<file path="src/rtl/pc_return_stack.sv">
// Call/return stack driving the program counter load port (PC_DIN / PC_LD).
// Define RET_STACK_CIRCULAR_EN to let CALL on a full stack overwrite the oldest entry.
module pc_return_stack #(
  parameter int unsigned ADDR_W = 10,
  parameter int unsigned DEPTH  = 16
) (
  input  logic                       CLK,
  input  logic                       RST,
  input  logic                       CALL,
  input  logic                       RET,
  input  logic [ADDR_W-1:0]          CALL_TARGET,
  input  logic [ADDR_W-1:0]          PC_COUNT,
  output logic [ADDR_W-1:0]          PC_DIN,
  output logic                       PC_LD,
  output logic                       READY,
  output logic                       FULL,
  output logic                       EMPTY,
  output logic [$clog2(DEPTH):0]     LEVEL,
  output logic                       FAULT
);

  localparam int unsigned PTR_W = $clog2(DEPTH);
  localparam int unsigned LVL_W = PTR_W + 1;

  typedef enum logic [1:0] {
    S_IDLE    = 2'd0,
    S_LOAD    = 2'd1,
    S_FAULTED = 2'd2
  } state_e;

  state_e              state_q, state_d;
  logic [LVL_W-1:0]    level_q, level_d;
  logic [PTR_W-1:0]    top_q, top_d;
  logic [ADDR_W-1:0]   pc_din_q, pc_din_d;
  logic                pc_ld_q, pc_ld_d;
  logic                ready_q, ready_d;
  logic                full_q, full_d;
  logic                empty_q, empty_d;
  logic                fault_q, fault_d;

  logic [ADDR_W-1:0]   mem [DEPTH];
  logic                push_c;
  logic [ADDR_W-1:0]   ret_addr_c;

  // Return address skips 0: an all-ones PC returns to 1.
  assign ret_addr_c = (&PC_COUNT) ? ADDR_W'(1) : PC_COUNT + ADDR_W'(1);

  // Next-state logic; top_q is the next write slot, independent of level_q so
  // the circular variant can wrap while level saturates.
  always_comb begin
    state_d  = state_q;
    level_d  = level_q;
    top_d    = top_q;
    pc_din_d = pc_din_q;
    pc_ld_d  = 1'b0;
    fault_d  = fault_q;
    push_c   = 1'b0;

    case (state_q)
      S_IDLE: begin
        if (CALL && RET) begin
          fault_d = 1'b1;
          state_d = S_FAULTED;
        end else if (CALL) begin
`ifdef RET_STACK_CIRCULAR_EN
          push_c   = 1'b1;
          top_d    = top_q + PTR_W'(1);
          level_d  = full_q ? level_q : level_q + LVL_W'(1);
          pc_din_d = CALL_TARGET;
          pc_ld_d  = 1'b1;
          state_d  = S_LOAD;
`else
          if (full_q) begin
            fault_d = 1'b1;
            state_d = S_FAULTED;
          end else begin
            push_c   = 1'b1;
            top_d    = top_q + PTR_W'(1);
            level_d  = level_q + LVL_W'(1);
            pc_din_d = CALL_TARGET;
            pc_ld_d  = 1'b1;
            state_d  = S_LOAD;
          end
`endif
        end else if (RET) begin
          if (empty_q) begin
            fault_d = 1'b1;
            state_d = S_FAULTED;
          end else begin
            top_d    = top_q - PTR_W'(1);
            level_d  = level_q - LVL_W'(1);
            pc_din_d = mem[top_q - PTR_W'(1)];
            pc_ld_d  = 1'b1;
            state_d  = S_LOAD;
          end
        end
      end
      S_LOAD:    state_d = S_IDLE;
      S_FAULTED: state_d = S_FAULTED;
      default:   state_d = S_IDLE;
    endcase

    ready_d = (state_d == S_IDLE);
    full_d  = (level_d == LVL_W'(DEPTH));
    empty_d = (level_d == LVL_W'(0));
  end

  always_ff @(posedge CLK) begin
    if (!RST) begin
      state_q  <= S_IDLE;
      level_q  <= '0;
      top_q    <= '0;
      pc_din_q <= '0;
      pc_ld_q  <= 1'b0;
      ready_q  <= 1'b1;
      full_q   <= 1'b0;
      empty_q  <= 1'b1;
      fault_q  <= 1'b0;
    end else begin
      state_q  <= state_d;
      level_q  <= level_d;
      top_q    <= top_d;
      pc_din_q <= pc_din_d;
      pc_ld_q  <= pc_ld_d;
      ready_q  <= ready_d;
      full_q   <= full_d;
      empty_q  <= empty_d;
      fault_q  <= fault_d;
    end
  end

  // Stack storage carries no reset; only entries below LEVEL are ever read.
  always_ff @(posedge CLK) begin
    if (RST && push_c) begin
      mem[top_q] <= ret_addr_c;
    end
  end

  assign PC_DIN = pc_din_q;
  assign PC_LD  = pc_ld_q;
  assign READY  = ready_q;
  assign FULL   = full_q;
  assign EMPTY  = empty_q;
  assign LEVEL  = level_q;
  assign FAULT  = fault_q;

endmodule

</file>
<file path="config.mk">
export PLATFORM = sky130hd
export DESIGN_NAME = pc_return_stack
export DESIGN_NICKNAME = d
export VERILOG_FILES = /design/src/rtl/pc_return_stack.sv
export SDC_FILE = /design/constraint.sdc
export NUM_CORES = 1
export LEC_CHECK = 0
export ABC_AREA = 1
export CAP_MARGIN = 0
export CORE_MARGIN = 4
export CORE_UTILIZATION = 40
export DETAILED_ROUTE_END_ITERATION = 6
export SYNTH_ARGS = -nofsm -noshare
export SYNTH_HDL_FRONTEND = slang
export SYNTH_SLANG_ARGS = --single-unit
</file>
<file path="constraint.sdc">
create_clock -name CLK -period 1.96 [get_ports CLK]
set_input_delay 0.392 -clock CLK [delete_from_list [all_inputs] [get_ports CLK]]
set_output_delay 0.392 -clock CLK [all_outputs]
set_load 0.01 [all_outputs]
</file>
Word level (Yosys, flattened, before mapping):

Memories as Yosys holds them, arrays and structs flattened.
Index checks and enable logic that the tools add are counted.

* memories: 1
* logic and storage cells: 70
* register bits: 26
* memory bits (writable): 160
* output and inout bits: 20

* bitwise logic cells: 3
* muxes and demuxes: 35
* equality and inequality tests: 5
* add/sub/neg operators: 5
* reductions and logical operators: 12

Memories
* mem: depth 16, width 10, read ports 1, clocked after memory_dff 0, wr ports 1, RTL line 41 `logic [ADDR_W-1:0] mem [DEPTH];`

Operators with widths (count)
* 10-bit two-way mux: 5
* 5-bit two-way mux: 6
* 4-bit two-way mux: 4
* 1-bit two-way mux: 14
* 10-bit by 1-bit adder with 10-bit output (second input constant): 1
* 2-bit two-way mux: 5
* 10-bit AND reduction: 1
* 3-bit nonzero test: 2
* 5-bit by 1-bit adder with 5-bit output (second input constant): 1
* 5-bit equality test (second input constant): 1
* 5-bit logical NOT: 1
* 5-bit AND reduction: 1
* 5-bit by 1-bit subtractor with 5-bit output (second input constant): 1
* 4-bit by 1-bit adder with 4-bit output (second input constant): 1
* 2-bit logical NOT: 2
* 2-bit != test (second input constant): 2
* 2-bit one-hot mux with 2 select lines: 1
* 4-bit AND reduction: 1
* 4-bit by 1-bit subtractor with 4-bit output (second input constant): 1
* 3-bit by 1-bit != test with 1-bit output (second input constant): 1
* 1-bit NOT: 3
* 3-bit OR reduction: 1
* 2-bit equality test (second input constant): 1
* 1-bit logical AND: 2
* 2-bit nonzero test: 1

Logic depth before layout (Yosys ltp):

* depth in word-level cells: 7
* gate-level depth with buffers: 14
* depth with buffers taken out: 10

Worst setup path after synthesis:

Ideal clock, no wire load.

* path type: flip-flop to flip-flop
* start: register top_q[0]
* end: register pc_din_q[0] (netlist: PC_DIN[0])
* library setup time: 69 ps
* period minus slack after synthesis: 2079 ps
* arrival: 2010 ps
* path buffers: 5
* stages on the path, launching flop included: 15
* data required time: 1891 ps
* setup slack: -119 ps
* path through: dfxtp_1 -> buf_4 -> inv_4 -> buf_6 -> buf_2 -> ha_1 -> clkbuf_1 -> inv_1 -> clkbuf_1 -> nand2_1 -> nand3_1 -> nand3_1 -> nand3_1 -> nand2_1 -> a21oi_2

* word-level cells in the longest chain between the ends: 5

RTL lines
* start, declared: RTL line 33 `logic [PTR_W-1:0] top_q, top_d;`
* start signal, assigned: RTL line 122 `top_q <= top_d;`
* 4-bit by 1-bit subtractor with 4-bit output: RTL line 92 `pc_din_d = mem[top_q - PTR_W'(1)];`
* memory read 16 x 10 bit
* 10-bit two-way mux: RTL line 86 `if (empty_q) begin`
* 10-bit two-way mux: RTL line 85 `end else if (RET) begin`
* 10-bit two-way mux: RTL line 64 `end else if (CALL) begin`
* end signal, assigned: RTL line 123 `pc_din_q <= pc_din_d;`
* end, declared: RTL line 34 `logic [ADDR_W-1:0] pc_din_q, pc_din_d;`

Every way passes these cells. The select of a mux whose other input is x is not followed.
A chain may end at the register's enable or synchronous reset.

Worst setup path in the final report:

* start: register full_q (netlist: FULL)
* end: output FULL

RTL lines
* start, declared: RTL line 37 `logic full_q, full_d;`
* start signal, assigned: RTL line 126 `full_q <= full_d;`
* end, declared: RTL line 16 `output logic FULL,`

No word-level cell between the ends.

==> key figures <==
Timing
  – Setup ws final: 100.6 ps
  – Final Cycle Share: 0.9487
  – Sum Neg Setup Slack: 0 ps
  – Final min period: roughly 1900 ps
  – Worst-margin pin slew: 376.5 ps
  – RSZ-0062 raised after global routing: false
  – Setup violators final: 0
  – Fin. Hold Viols: 0
  – Max Fclk: approximately 0.54 GHz
  – Clk_skew: between 8 and 9 ps
  – Slew Limit Headroom: 0.7490
  – Max Slew Vio Count: 0

Clocking
  – Clk buf depth: 2
  – TritonCTS buffer count: 17
  – Post-CTS Resized: 0
  – Setup Fix Bufs, Post-CTS: 0
  – CTS Hold Buffers Added: 0
  – H-tree levels: 4
  – CTS tree: built
  – Worst skew pair latency: roughly 430 ps
  – Root Driver: clkbuf_16
  – Worst-path clk slew: around 70 ps
  – # clock sinks: between 150 and 200

Pwr
  – P per Cell Area: 994.2 mW/mm2
  – Switch Pwr: 3124 uW
  – IR drop worst, VDD: about 0.6 mV
  – Power, Total: between 10,000 and 15,000 uW
  – Seq pwr share: 0.436
  – Combinational power share: 0.250
  – Clock share of power: 0.314
  – Leak Pwr: around 0.0044 uW
  – Net Sw Frac: 0.3040
  – Internal Power: roughly 7200 uW

Synthesis
  – Mapped Area: between 0.008 and 0.009 mm2
  – Synth Register Bits: ~190
  – Top FF cell, synth: edfxtp_1
  – Distinct cells, synth: 28
  – Post-Syn Area per Cell: around 9.5 um2
  – Syn Inst Count: roughly 900
  – Post-synthesis sequential area ratio: 0.6267
  – Yosys warnings: 0
  – EDFF count, synth: 160
  – Async SR Flop Fraction: 0
  – Syn_nets: 930

Worst setup path
  – Critical path startpoint category: flip-flop
  – Critical path's slowest cell: clkdlybuf4s50_1
  – Crit path max-delay family: buffers and inverters
  – Arr. time, crit path: about 1500 ps
  – Crit-path max FO: 2
  – Data required time of the worst path: 1570 ps
  – Crit-path max cell delay: between 500 and 600 ps
  – Crit Path Class: flip-flop to output port
  – Endpoint type of the worst setup path: output port
  – Crit path buf inv count: 1
  – Worst path cell trace: clkdlybuf4s50_1

Placement
  – PortBufs: 43
  – DP Wirelength: about 13,000 um
  – Placement Setup Slack: -300.0 ps
  – RePlAce Congestion: roughly 0.81

Drt
  – First-pass DRT Iterations: 7
  – Vias: approximately 6,000
  – Mean number of vias per cell: around 4.8
  – Final wirelength: between 20,000 and 25,000 um
  – DRT antenna net count: 0
  – Residual DRC: 0
  – Initial DRC Count: around 580
  – Per-cell routed wire length: between 15 and 20 um

Layout
  – Most common cell after layout, fill and taps aside: nand2_1
  – Nets: 1,017
  – Number of antenna diodes: 0
  – Share of cells above drive strength 1: 0.1161
  – Area grow syn2layout: 21.66%
  – Highest-count cells in the layout ignoring fill and taps: nand2_1, edfxtp_1, inv_1, nand3_1, nor2_1

Global routing
  – Vias in the first global route: between 5,000 and 6,000
  – Largest net degree at the start of global routing: 84
  – Gr ovfl total: 0
  – Initial antenna violation count: 0
  – First-pass GRT wire length: around 32,000 um
  – Tot GR Track Use: 0.1732

Floorplan
  – Die width: between 150 and 200 um
  – Die height: roughly 150 um
  – Die area: between 0.02 and 0.025 mm2
  – Row count: 53
  – Core Area: 0.02096 mm2
  – IO Count: 44
  – Starting Density: 0.4055

Run
  – Max Cap Viol: 0

Worst hold path
  – Hold Crit Class: flip-flop to flip-flop

Run status
  – Outcome: complete, no violations
state kept, by name, summed over array words and instances, names as in the netlist:
signal   count
top_q        4
FULL         1
LEVEL        5
READY        1
FAULT        1
PC_LD        1
PC_DIN      10
mem        160
state_q      2
EMPTY        1
metal layers:
metal	global-route usage	vias up	wire, um
met1	0.2390	2882	9313
met5	0	-	0
li1	-	3060	-
met4	0.05130	0	365
met2	0.2753	164	9464
met3	0.03968	27	1096
Yosys cell counts, drive strengths merged (4+ instances only):
cell type	number	share of area
nand2	267	0.12
edfxtp	160	0.57
inv	151	0.067
nand3	145	0.085
nor2	54	0.027
buf	30	0.022
dfxtp	26	0.061
a21oi	19	0.015
o21ai	12	0.0075
clkbuf	11	0.0049
ha	7	0.010
xnor2	5	0.0052
nand4	4	0.0029
xor2	4	0.0041
cell type report:
class	instances	area [um2]
multi-input combinational	521	2395
clock inverter	14	121.4
clock buffer	18	429.2
sequential	186	5326
tap	275	344.1
fill	1972	10620
timing repair buffer	109	1152
inverter	151	569.3
power by group through the flow:
stage	logic (uW)	registers [uW]	clock network [uW]
floorplan	1460	4580	0
global placement	2420	4570	0
detailed placement	2430	4570	0
CTS	2450	4480	3280
global route	2820	4490	3460
finish	2570	4480	3220
worst paths after layout:
check	cells after the start	end	slack [ps]	from
max reg2reg	5	mem[13][4]	150	top_q[0]
max	1	FULL	100	FULL
min	2	FAULT	450	FAULT
min reg2reg	2	FAULT	450	FAULT
metrics by stage:
step | hold slack [ps] | utilization | cells | instance area (um2)
floorplan | 472.0 | - | 899 | 8514
global placement | 440.8 | 0.4639 | 1240 | 9721
global route | 476.5 | 0.4933 | 1274 | 10340
finish | 451.5 | 0.4933 | 1274 | 10340
detailed placement | 446.1 | 0.4639 | 1240 | 9721
CTS | 455.6 | 0.4901 | 1272 | 10270
logic make-up after synthesis:
| kind of cell | after synthesis | synth area share |
|---|---|---|
| AO/OA/AOI/OAI | 34 | 0.02489 |
| buffers and inverters | 192 | 0.09380 |
| flip-flops | 186 | 0.6267 |
| XOR/XNOR | 9 | 0.009276 |
| AND/OR/NAND/NOR | 471 | 0.2350 |
| adder cells (fa/ha/maj) | 7 | 0.01031 |
(Power assumes the default switching activity.)
